--- src/rtl/fetch_queue.sv ---
// Instruction fetch stage: PC, pipelined imem requests, DEPTH-entry in-order queue to decode.
// Optional FETCH_MISALIGN_EN: misaligned redirect halts fetch and presents one fault entry.
module fetch_queue #(
  parameter logic [31:0] RESET_PC = 32'h0000_0000,
  parameter int          DEPTH    = 4
) (
  input  logic        clk,
  input  logic        rst_n,
  output logic        o_imem_req,
  output logic [31:0] o_imem_addr,
  input  logic        i_imem_gnt,
  input  logic        i_imem_rvalid,
  input  logic [31:0] i_imem_rdata,
  input  logic        i_redirect_valid,
  input  logic [31:0] i_redirect_pc,
  output logic        o_id_valid,
  input  logic        i_id_ready,
  output logic [31:0] o_id_instr,
  output logic [31:0] o_id_pc,
  output logic        o_id_fault
);

  localparam int              AW      = $clog2(DEPTH);
  localparam logic [AW:0]     PTR_ONE = (AW+1)'(1);
  localparam logic [AW+1:0]   DEPTH_W = (AW+2)'(DEPTH);

  logic              r_run;
  logic [31:0]       r_pc;
  logic [AW:0]       r_head, r_tail, r_fill, r_drop_cnt;
  logic [31:0]       r_q_pc    [DEPTH];
  logic [31:0]       r_q_instr [DEPTH];
  logic [DEPTH-1:0]  r_q_filled;

  logic [AW:0]       w_count, w_unfilled;
  logic [AW+1:0]     w_inflight, w_outstanding, w_redir_drop;
  logic [AW-1:0]     w_head_idx;
  logic              w_grant, w_pop, w_rsp_drop, w_rsp_fill, w_halt;
  logic [31:0]       w_redirect_pc;

`ifdef FETCH_MISALIGN_EN
  logic              r_halt;
  logic [DEPTH-1:0]  r_q_fault;
  logic              w_misalign;
  assign w_misalign    = |i_redirect_pc[1:0];
  assign w_redirect_pc = i_redirect_pc;
  assign w_halt        = r_halt;
`else
  logic              w_unused_pc_lsb;
  assign w_unused_pc_lsb = ^i_redirect_pc[1:0];
  assign w_redirect_pc   = {i_redirect_pc[31:2], 2'b00};
  assign w_halt          = 1'b0;
`endif

  // fill pointer marks the oldest entry still waiting for its response
  assign w_count       = r_tail - r_head;
  assign w_unfilled    = r_tail - r_fill;
  assign w_inflight    = {1'b0, w_count} + {1'b0, r_drop_cnt};
  assign w_outstanding = {1'b0, w_unfilled} + {1'b0, r_drop_cnt};
  assign w_redir_drop  = w_outstanding - (AW+2)'(i_imem_rvalid && (w_outstanding != '0));
  assign w_rsp_drop    = i_imem_rvalid && (r_drop_cnt != '0);
  assign w_rsp_fill    = i_imem_rvalid && (r_drop_cnt == '0) && (w_unfilled != '0);
  assign w_head_idx    = r_head[AW-1:0];

  assign o_imem_req  = r_run && !w_halt && !i_redirect_valid && (w_inflight < DEPTH_W);
  assign o_imem_addr = r_pc;
  assign w_grant     = o_imem_req && i_imem_gnt;
  assign o_id_valid  = (w_count != '0) && r_q_filled[w_head_idx];
  assign o_id_instr  = r_q_instr[w_head_idx];
  assign o_id_pc     = r_q_pc[w_head_idx];
  assign w_pop       = o_id_valid && i_id_ready;
`ifdef FETCH_MISALIGN_EN
  assign o_id_fault  = r_q_fault[w_head_idx];
`else
  assign o_id_fault  = 1'b0;
`endif

  always_ff @(posedge clk or negedge rst_n) begin
    if (!rst_n) begin
      r_run      <= 1'b0;
      r_pc       <= RESET_PC;
      r_head     <= '0;
      r_tail     <= '0;
      r_fill     <= '0;
      r_drop_cnt <= '0;
      r_q_filled <= '0;
      for (int i = 0; i < DEPTH; i++) begin
        r_q_pc[i]    <= '0;
        r_q_instr[i] <= '0;
      end
`ifdef FETCH_MISALIGN_EN
      r_halt    <= 1'b0;
      r_q_fault <= '0;
`endif
    end else begin
      r_run <= 1'b1;
      if (i_redirect_valid) begin
        // in-flight responses are not cancellable, so count them off as drops
        r_head     <= '0;
        r_tail     <= '0;
        r_fill     <= '0;
        r_q_filled <= '0;
        r_pc       <= w_redirect_pc;
        r_drop_cnt <= w_redir_drop[AW:0];
`ifdef FETCH_MISALIGN_EN
        r_halt    <= w_misalign;
        r_q_fault <= '0;
        if (w_misalign) begin
          r_q_pc[0]     <= i_redirect_pc;
          r_q_instr[0]  <= 32'h0000_0013;
          r_q_filled[0] <= 1'b1;
          r_q_fault[0]  <= 1'b1;
          r_tail        <= PTR_ONE;
          r_fill        <= PTR_ONE;
        end
`endif
      end else begin
        if (w_grant) begin
          r_q_pc[r_tail[AW-1:0]]     <= r_pc;
          r_q_filled[r_tail[AW-1:0]] <= 1'b0;
`ifdef FETCH_MISALIGN_EN
          r_q_fault[r_tail[AW-1:0]]  <= 1'b0;
`endif
          r_tail <= r_tail + PTR_ONE;
          r_pc   <= r_pc + 32'd4;
        end
        if (w_rsp_drop) r_drop_cnt <= r_drop_cnt - PTR_ONE;
        if (w_rsp_fill) begin
          r_q_instr[r_fill[AW-1:0]]  <= i_imem_rdata;
          r_q_filled[r_fill[AW-1:0]] <= 1'b1;
          r_fill <= r_fill + PTR_ONE;
        end
        if (w_pop) r_head <= r_head + PTR_ONE;
      end
    end
  end

endmodule

--- config.mk ---
export PLATFORM = sky130hd
export DESIGN_NAME = fetch_queue
export DESIGN_NICKNAME = d
export VERILOG_FILES = /design/src/rtl/fetch_queue.sv
export SDC_FILE = /design/constraint.sdc
export NUM_CORES = 1
export LEC_CHECK = 0
export CORE_ASPECT_RATIO = 0.7
export CORE_MARGIN = 3
export CORE_UTILIZATION = 50
export CTS_CLUSTER_SIZE = 40
export DETAILED_ROUTE_END_ITERATION = 8
export DONT_BUFFER_PORTS = 1
export PLACE_DENSITY = 0.8
export SLEW_MARGIN = 10
export SYNTH_ARGS = -nofsm -noshare
export SYNTH_HDL_FRONTEND = slang
export SYNTH_SLANG_ARGS = --single-unit
--- constraint.sdc ---
create_clock -name clk -period 3.5 [get_ports clk]
set_input_delay 0.525 -clock clk [delete_from_list [all_inputs] [get_ports clk]]
set_output_delay 0.525 -clock clk [all_outputs]
set_load 0.03 [all_outputs]
## Word-level counts from Yosys, hierarchy flattened

Index checks and enable logic that the tools add are counted.

| operators by class | value |
|---|---|
| muxes and demuxes | 32 |
| reduce and logical (&&, ||, !) cells | 25 |
| $add $sub $neg | 10 |
| bitwise operators | 7 |
| magnitude comparators | 11 |

Operators by type and width:

| cell | number |
|---|---|
| $bwmux 128 | 2 |
| $mux 32 | 8 |
| $bmux 32 s2 | 2 |
| $demux 32 s2 | 2 |
| $add 32x3->32 const B | 1 |
| $mux 3 | 8 |
| $mux 4 | 4 |
| $logic_and 1x1->1 | 13 |
| $add 3x1->3 const B | 3 |
| $ge 3x3->1 const B | 3 |
| $lt 2x3->1 const B | 3 |
| $not 2->3 | 3 |
| $reduce_bool 3->1 | 3 |
| $add 3x3->4 | 2 |
| $reduce_bool 2->1 | 4 |
| $lt 3x1->1 const B | 2 |
| $sub 3x3->3 | 2 |
| $and 4x4->4 | 1 |
| $demux 1 s2 | 2 |
| $ge 2x1->1 const B | 2 |
| $lt 4x3->1 const B | 1 |
| $not 4->4 | 1 |
| $or 4x4->4 | 1 |
| $reduce_and 2->1 | 2 |
| 8 further kinds | 10 |

| word-level totals | value |
|---|---|
| bits of input ports | 70 |
| flip-flop bits (word level) | 305 |
| logic and storage cells | 100 |

## Logic depth before layout (Yosys ltp)

Gate-level depths: netlist (run 1).

| depth | value |
|---|---|
| depth in word-level cells | 11 |
| depth in mapped cells | 18 |

## Worst setup path before layout (run 1)

OpenSTA, ideal clock, no wires.

| path | value |
|---|---|
| path type | register to register |
| start | register r_tail[0] |
| end | register r_drop_cnt[2] |
| path slack | 0.051 ns |
| clock period less this slack | 3.449 ns |
| path buffers | 0 |
| arrival time | 3.315 ns |
| stages on the path, launching flop included | 19 |
| path through | dfrtp_1 > inv_1 > ha_1 > inv_1 > fa_1 > xor3_1 > inv_1 > ha_1 > inv_1 > a2111oi_0 > a21oi_1 > nor4b_1 > nor2_1 > ha_1 > ha_1 > xor2_1 > xnor2_1 > nand2_1 > o21ai_0 |

| on the way | value |
|---|---|
| word-level cells in the longest chain between the ends | 6 |

Ends and longest elaborated chain:

| item | RTL line | source |
|---|---|---|
| start, declared | 29 | `logic [AW:0] r_head, r_tail, r_fill, r_drop_cnt;` |
| start signal, assigned | 123 | `r_tail <= r_tail + PTR_ONE;` |
| $sub 3x3->3 * | 56 | `assign w_unfilled = r_tail - r_fill;` |
| $add 3x3->4 * | 58 | `assign w_outstanding = {1'b0, w_unfilled} + {1'b0, r_drop_cnt};` |
| $reduce_bool 4->1 | 59 | `assign w_redir_drop = w_outstanding - (AW+2)'(i_imem_rvalid && (w_outstanding != '0));` |
| $logic_and 1x1->1 | 59 |  |
| $sub 3x1->3 * | 59 |  |
| $mux 3 * | 96 | `if (i_redirect_valid) begin` |
| end signal, assigned | 103 | `r_drop_cnt <= w_redir_drop[AW:0];` |
| end signal, assigned | 126 | `if (w_rsp_drop) r_drop_cnt <= r_drop_cnt - PTR_ONE;` |
| end, declared | 29 |  |

Mark *: on every way between the ends. The rest lies on a longest branch, timed or not.
A chain may end at the register's enable or synchronous reset.

## Worst setup path in the final report (run 1)

| path | value |
|---|---|
| start | register r_tail[0] |
| end | output port o_imem_req |

| on the way | value |
|---|---|
| word-level cells in the longest chain between the ends | 4 |

Ends and longest elaborated chain:

| item | RTL line | source |
|---|---|---|
| $sub 3x3->3 | 55 | `assign w_count = r_tail - r_head;` |
| $add 3x3->4 | 57 | `assign w_inflight = {1'b0, w_count} + {1'b0, r_drop_cnt};` |
| $lt 4x3->1 | 64 | `assign o_imem_req = r_run && !w_halt && !i_redirect_valid && (w_inflight < DEPTH_W);` |
| $logic_and 1x1->1 | 64 |  |
| end, declared | 9 | `output logic o_imem_req,` |

No other way between the ends.

==> flow_summary_export.csv, run 1 <==
group,metric,value,unit
floorplanning,die_x,205,um
timing,fin_worst_hold_slack,-319,ps
drt,route.vias.total,8189,
worst_setup_path,crit_arrival,2750,ps
yosys,avgSynthCellArea,14.0,um^2
placement,dp_cells,1311,
worst_setup_path,worstSetupStartpointType,"flop",
yosys,synth_compound_gate_area_share,3.99,%
power,total_power,10.0,mW
global_route,number_of_antenna_violations_at_the_first_check_in_global_routing,0,
worst_setup_path,worst-endpoint-required,2970,ps
floorplanning,design.core.area,27000,um^2
yosys,synth.distinct_cells,53,
power,power_density_over_the_cells,657,nW/um^2
timing,finalSetupViolCount,0,
timing,final_period_util,93.6,%
hold_path,worstHoldPathType,"input port to asynchronous set/reset pin",
layout,ff_latch_area,7390,um^2
worst_setup_path,critPathTopFamily,"adder cells",
layout,syn_to_final_growth,10.6,%
layout,multiInputGateArea,6060,um^2
worst_setup_path,critPathSlowestCell,"sky130_fd_sc_hd__dfrtp_1",
yosys,synth.cell_area,13800,um^2
worst_setup_path,critical_path_class,"flop to output port",
worst_setup_path,rr_endpoint,"r_drop_cnt[2]$_DFFE_PN0P_",
global_route,grt_first_pass_wirelength,50000,um
yosys,synth_cells,988,
worst_setup_path,reg2reg_setup_slack,240,ps
timing,final_max_slew_viol_count,0,
drt,final_antenna_net_count,0,
worst_setup_path,cell_depth_of_the_worst_flop_to_flop_path,16,
global_route,grt_overflow,0,
yosys,post_synth_fa_ha_maj_area_fraction,2.34,%
clock_network,cts_tree,"yes",
drt,routed_met3_length,2200,um
drt,wl_per_cell,22.4,um
timing,tightest_slew,1070,ps
worst_setup_path,crit_chain,"inv_2 -> buf_4 -> ha_1 -> inv_1 -> fa_1 -> xnor3_1 -> ha_2 -> nor4_4 -> nand2_1 -> nor2_1 -> buf_4",
timing,grt_setup_unrepaired,"false",
worst_setup_path,crit_top_cell,"sky130_fd_sc_hd__buf_4",
timing,relSlewSlack,28.8,%
worst_setup_path,rr_startpoint,"r_tail[0]$_DFFE_PN0P_",
clock_network,cts-root-to-sink-buffers,3,
clock_network,clock_root_cell,"sky130_fd_sc_hd__clkbuf_16",
drt,drt_iter0_markers,639,
timing,skew,22.2,ps
timing,fmaxAchievable,305,MHz
global_route,global_route.usage.total,21.1,%
worst_setup_path,worstSetupEndpointType,"output port",
yosys,post_synth_xor_area_fraction,1.22,%
clock_network,clock_tree.htree_level_count,1,
floorplanning,boundaryPins,169,
placement,hpwlAfterDp,19300,um
yosys,synth_async_sr_flop_share,100,%
drt,routed-wl-met2,14600,um
floorplanning,total_die_area,29700,um^2
placement,place_congestion,0.833,
clock_network,cts.repair_timing.setup_buffer_count,0,
clock_network,clk_transition_reported_paths,60,ps
worst_setup_path,max_stage_delay,390,ps
yosys,synth_top_family_by_area,"multiplexers",
yosys,synthesis.yosys.warnings,0,
drt,drt-vias-per-instance,6.00,
yosys,yosys_most_used_dff,"sky130_fd_sc_hd__dfrtp_1",
run,maxCapViolations,0,
yosys,synth-simple-area-share,6.38,%
timing,finalHoldViolCount,295,
global_route,pin_count_of_the_biggest_net_entering_global_routing,296,
floorplanning,floorplan.die.height,145,um
status,failed_checks,"hold timing",
drt,topRoutingLayerUsed,"met4",
yosys,ys_seq_elements,295,
yosys,synthMuxAreaShare,29.4,%
drt,drtPass1Iterations,5,
yosys,synth_enable_flop_cells,0,
layout,instances_no_fill,1364,
power,leakagePower,7.18,nW
yosys,synth_sequential_area_ratio,53.4,%
clock_network,clock-sinks,295,
worst_setup_path,cp_bufs_invs,4,
power,vdd_ir_drop_max,487,uV
placement,numPortBuffers,0,
layout,nets,1072,
status,outcome,"finished with violations",
floorplanning,rows,50,
clock_network,clk-insertion-delay-late,550,ps
drt,drc_errors,0,
layout,final.fill_count,2117,
layout,drive_gt1_share,37.9,%
global_route,first_global_vias,8596,
layout,antenna_cells_inserted,0,
timing,timing.final.crit_period,3280,ps
floorplanning,initial_core_util,51.2,%
clock_network,cts-buffers-inserted,29,
worst_setup_path,path_max_fanout,3,
drt,detail_route.wirelength,30600,um
timing,tns,0,ps
drt,routed_met1_length,13300,um
## cell families after synthesis
| kind of cell | Yosys count |
|---|---|
| other | 2 |
| AO/OA/AOI/OAI | 87 |
| XOR/XNOR | 16 |
| multiplexers | 288 |
| adder cells (fa/ha/maj) | 24 |
| buffers and inverters | 95 |
| AND/OR/NAND/NOR | 181 |
| flip-flops | 295 |
## routing by layer
metal	up-vias	GRT usage (%)
li1	3590	-
met1	4350	30.1
met2	215	33.5
met3	34	5.54
met4	0	3.37
met5	-	0
## layout by cell type, fill, tap and decap left out, drive strengths merged, types with 25 or more instances in the layout
cell type  netlist  final
nand3           29     29
clkbuf          26     36
o21ai           48     48
nand2           71     71
inv             24     25
nor2            26     26
mux2           222    222
buf             45     26
mux4            63     63
dfrtp          295    295
## per-stage QoR
step	utilization (%)	cell area [um^2]	setup WS (ps)
2_1_floorplan	-	13800	51.0
4_1_cts	56.5	15200	21.5
6_report	56.6	15300	225
5_1_grt	56.6	15300	9.37
3_5_place_dp	52.8	14200	-15.8
3_3_place_gp	52.8	14200	61.9
## where the power goes
| part | internal [mW] | switching [mW] | leakage [nW] |
|---|---|---|---|
| sequential | 4.01 | 0.494 | 3.96 |
| combinational | 0.928 | 1.34 | 2.72 |
| clock | 1.92 | 1.33 | 0.497 |
| total | 6.86 | 3.16 | 7.18 |
## state kept, by name, summed over array words and instances (netlist names)
signal       count
r_head           3
r_q_filled       4
r_drop_cnt       3
r_fill           3
r_run            1
o_imem_addr     30
r_q_pc         120
r_q_instr      128
r_tail           3
## layout make-up
type / instances / area share, %
Timing Repair Buffer: 26 / 1.77
Clock buffer: 36 / 5.25
Multi-Input combinational cell: 602 / 39.7
Clock inverter: 17 / 1.32
Sequential cell: 295 / 48.4
Tap cell: 364 / 2.98
Inverter: 24 / 0.590
## synth_stat cells (3+ instances only)
cell type,count,area share [%]
sky130_fd_sc_hd__mux2_2,193,16
sky130_fd_sc_hd__nor2b_1,6,0.27
sky130_fd_sc_hd__nand2_1,70,1.9
sky130_fd_sc_hd__nand4_1,15,0.68
sky130_fd_sc_hd__fa_1,3,0.43
sky130_fd_sc_hd__nand3b_1,5,0.27
sky130_fd_sc_hd__o311ai_0,4,0.25
sky130_fd_sc_hd__buf_2,32,1.2
sky130_fd_sc_hd__clkbuf_1,26,0.71
sky130_fd_sc_hd__nand3_1,29,1.1
sky130_fd_sc_hd__mux2i_1,3,0.22
sky130_fd_sc_hd__xnor2_1,6,0.38
sky130_fd_sc_hd__o21ai_0,48,1.7
sky130_fd_sc_hd__mux4_2,63,10
sky130_fd_sc_hd__dfrtp_1,295,53
sky130_fd_sc_hd__nor4_1,5,0.23
sky130_fd_sc_hd__buf_6,3,0.24
sky130_fd_sc_hd__buf_4,6,0.33
sky130_fd_sc_hd__nor2_1,26,0.71
sky130_fd_sc_hd__ha_1,21,1.9
sky130_fd_sc_hd__a22oi_1,7,0.38
sky130_fd_sc_hd__a21oi_1,9,0.33
sky130_fd_sc_hd__xor2_1,8,0.51
sky130_fd_sc_hd__inv_1,24,0.65
sky130_fd_sc_hd__o211ai_1,3,0.16
sky130_fd_sc_hd__or3_1,4,0.18
sky130_fd_sc_hd__nor3_1,9,0.33
sky130_fd_sc_hd__buf_1,4,0.11
sky130_fd_sc_hd__mux2_4,29,3.2
## worst reg2reg max path, cell delays in order (launching register included)
cell and delay [ps]:
sky130_fd_sc_hd__dfrtp_1 390, sky130_fd_sc_hd__inv_2 70, sky130_fd_sc_hd__ha_1 130, sky130_fd_sc_hd__inv_1 50
sky130_fd_sc_hd__fa_1 530, sky130_fd_sc_hd__inv_1 100, sky130_fd_sc_hd__fa_2 400, sky130_fd_sc_hd__a2111oi_2 330
sky130_fd_sc_hd__a21oi_1 90, sky130_fd_sc_hd__nor4b_2 220, sky130_fd_sc_hd__nor2_1 70, sky130_fd_sc_hd__ha_1 180
sky130_fd_sc_hd__ha_1 180, sky130_fd_sc_hd__xor2_1 150, sky130_fd_sc_hd__xnor2_1 130, sky130_fd_sc_hd__nand2_1 60
sky130_fd_sc_hd__o21ai_0 70
## repair_timing
action,CTS,global route
endpoints found under the hold margin,295,295
gates resized for setup,2,8
endpoints found under the setup margin,2,17
pin swaps,0,3
## worst max-delay path by stage
stage          slack [ps]                          end                  start  depth (start not counted)
3_3_place_gp           60    r_drop_cnt[2]$_DFFE_PN0P_  r_tail[0]$_DFFE_PN0P_                         18
4_1_cts                20    r_drop_cnt[2]$_DFFE_PN0P_  r_tail[0]$_DFFE_PN0P_                         18
6_report              220                   o_imem_req  r_tail[0]$_DFFE_PN0P_                         11
5_1_grt                 9                   o_imem_req  r_tail[0]$_DFFE_PN0P_                         11
2_1_floorplan          50    r_drop_cnt[2]$_DFFE_PN0P_  r_tail[0]$_DFFE_PN0P_                         18
3_5_place_dp          -20  o_imem_addr[18]$_DFFE_PN0P_  r_tail[0]$_DFFE_PN0P_                         13
Note: power is estimated with default switching activity, not from simulation.
==> run 2: changes to the inputs <==
==> constraint.sdc (replaced) <==
create_clock -name clk -period 3.5 [get_ports clk]
set_input_delay 0.35 -clock clk [delete_from_list [all_inputs] [get_ports clk]]
set_output_delay 0.35 -clock clk [all_outputs]
set_load 0.03 [all_outputs]
==> run 2 against run 1 <==
Net effect:
- the run still ends with hold timing left
- wire length increased by 1.5%
- global-route usage about the same
- hold slack got worse by 180 ps
- critical endpoint is now o_imem_addr[12]$_DFFE_PN0P_
- sequential share of layout area shrank 1.5 points
- via count up 2.6%
- register-to-register slack lost 40 ps
- sequential power barely moved
- final area grew 3.2%
- core utilization rose by 1.8 points
- total power fell by 2.7%
- largest cell class unchanged
- setup slack worse by 21 ps
==> flow_summary_export.csv, run 2 (same netlist as run 1, synthesis figures left out) <==
group,metric,value,unit
worst_setup_path,worst-endpoint-required,3970,ps
drt,drt-vias-per-instance,5.89,
drt,detail_route.wirelength,31100,um
timing,tightest_slew,1040,ps
placement,place_congestion,0.811,
floorplanning,initial_core_util,51.2,%
floorplanning,die_x,205,um
worst_setup_path,crit_arrival,3760,ps
placement,hpwlAfterDp,19400,um
timing,timing.final.crit_period,3300,ps
global_route,pin_count_of_the_biggest_net_entering_global_routing,296,
timing,fmaxAchievable,303,MHz
clock_network,clock_root_cell,"sky130_fd_sc_hd__clkbuf_16",
placement,numPortBuffers,0,
run,maxCapViolations,0,
global_route,global_route.usage.total,21.1,%
timing,relSlewSlack,30.4,%
drt,drtPass1Iterations,5,
drt,route.vias.total,8406,
drt,wl_per_cell,21.8,um
floorplanning,design.core.area,27000,um^2
timing,fin_worst_hold_slack,-495,ps
layout,antenna_cells_inserted,0,
timing,final_max_slew_viol_count,0,
power,vdd_ir_drop_max,370,uV
layout,most_common_library_cell_in_the_layout_ignoring_fill_and_taps,"sky130_fd_sc_hd__dfrtp_1",
floorplanning,total_die_area,29700,um^2
layout,largest_register_ff_count,128,
worst_setup_path,worstSetupStartpointType,"flop",
clock_network,cts_tree,"yes",
layout,nets,1136,
global_route,grt_overflow,0,
global_route,first_global_vias,8873,
placement,dp_cells,1314,
floorplanning,floorplan.die.height,145,um
clock_network,cts-buffers-inserted,28,
global_route,grt_first_pass_wirelength,50300,um
worst_setup_path,critical_path_class,"flop to flop",
layout,layout.cells.most_common_list,"sky130_fd_sc_hd__dfrtp_1 (293), sky130_fd_sc_hd__mux2_2 (193), sky130_fd_sc_hd__nand2_1 (69), sky130_fd_sc_hd__mux4_2 (63), sky130_fd_sc_hd__dlygate4sd3_1 (61)",
timing,finalHoldViolCount,295,
power,leakagePower,7.40,nW
worst_setup_path,crit_start,"r_tail[0]$_DFFE_PN0P_",
floorplanning,boundaryPins,169,
layout,instances_no_fill,1426,
timing,finalWorstSetupSlack,204,ps
timing,tns,0,ps
floorplanning,rows,50,
global_route,number_of_antenna_violations_at_the_first_check_in_global_routing,0,
drt,drc_errors,0,
clock_network,cts.repair_timing.setup_buffer_count,0,
drt,final_antenna_net_count,0,
timing,final_period_util,94.2,%
drt,drt_iter0_markers,525,
status,outcome,"finished with violations",
layout,stdcell_area,15800,um^2
layout,top_register,"r_q_instr",
layout,syn_to_final_growth,14.1,%
power,power_density_over_the_cells,619,nW/um^2
worst_setup_path,path_max_fanout,14,
clock_network,clk_transition_reported_paths,70,ps
clock_network,clock_tree.htree_level_count,1,
clock_network,cts-root-to-sink-buffers,3,
timing,skew,15.8,ps
clock_network,clk-insertion-delay-late,550,ps
worst_setup_path,worstSetupEndpointType,"flop",
clock_network,cts.hold.buffers_added,62,
placement,place_worst_setup_slack,61.8,ps
timing,grt_setup_unrepaired,"false",
status,failed_checks,"hold timing",
clock_network,clock-sinks,295,
timing,finalSetupViolCount,0,
placement,place_area,14200,um^2
hold_path,worstHoldPathType,"input port to asynchronous set/reset pin",
layout,drive_gt1_share,35.3,%
worst_setup_path,rr_startpoint,"r_tail[0]$_DFFE_PN0P_",
[run 2: cell types whose count changed in the layout (fill, tap and decap cells not counted), moves of 2 or more]
cell and change:
sky130_fd_sc_hd__clkbuf_1 +2, sky130_fd_sc_hd__clkinvlp_4 -2, sky130_fd_sc_hd__bufinv_16 -4, sky130_fd_sc_hd__buf_12 -2
sky130_fd_sc_hd__dlygate4sd3_1 +61, sky130_fd_sc_hd__buf_4 +5
[run 2: layer usage]
metal  vias up  wire length (um)  track usage [%]
li1       3717                 -                -
met1      4404             13700             30.3
met2       239             14500             32.5
met3        46              2260             5.79
met4         0               567             4.68
met5         -                 0                0
[run 2: critical path, stage by stage (launching register included)]
cell and delay (ps):
sky130_fd_sc_hd__dfrtp_1 370, sky130_fd_sc_hd__inv_1 90, sky130_fd_sc_hd__buf_4 120, sky130_fd_sc_hd__ha_1 130, sky130_fd_sc_hd__inv_1 50, sky130_fd_sc_hd__fa_1 370
sky130_fd_sc_hd__xnor3_1 220, sky130_fd_sc_hd__ha_1 280, sky130_fd_sc_hd__nor4_1 300, sky130_fd_sc_hd__and4b_1 320, sky130_fd_sc_hd__buf_4 200, sky130_fd_sc_hd__buf_4 220
sky130_fd_sc_hd__nand4_1 150, sky130_fd_sc_hd__xor2_1 200, sky130_fd_sc_hd__o21ai_0 180
[run 2: worst paths after layout]
| check | slack (ps) | endpoint | depth (start not counted) |
|---|---|---|---|
| max | 200 | o_imem_addr[12]$_DFFE_PN0P_ | 14 |
| min | -490 | r_q_instr[52]$_DFFE_PN0P_ | 0 |
| max reg2reg | 200 | o_imem_addr[12]$_DFFE_PN0P_ | 14 |
| min reg2reg | 480 | r_q_pc[100]$_DFFE_PN0P_ | 2 |
| max in group asynchronous | 3180 | r_head[0]$_DFFE_PN0P_ | 0 |
| min in group clk | 30 | o_imem_addr[28]$_DFFE_PN0P_ | 3 |
[run 2: area by class of cell]
class,instances,area [um^2]
flip-flops and latches,295,7390
clock buffers,39,823
well taps,364,455
clock inverters,11,62.6
inverters,24,90.1
multi-input cells,602,6040
fillers,2028,11200
repair buffers,91,890
[run 2: per-stage QoR]
stage	power, mW	util (%)
2_1_floorplan	6.35	-
3_3_place_gp	6.70	52.7
3_5_place_dp	6.80	52.7
4_1_cts	9.83	58.3
5_1_grt	10.2	58.4
6_report	9.76	58.4
[run 2: where the power goes]
part / switching [mW] / total, mW / internal, mW
clock: 1.28 / 2.92 / 1.64
combinational: 1.37 / 2.34 / 0.968
sequential: 0.486 / 4.50 / 4.01
total: 3.14 / 9.76 / 6.62
[run 2: repair_timing]
| action | CTS | global route |
|---|---|---|
| resized for setup | 0 | 7 |
| endpoints found under the setup margin | 0 | 51 |
| endpoints found under the hold margin | 467 | 295 |
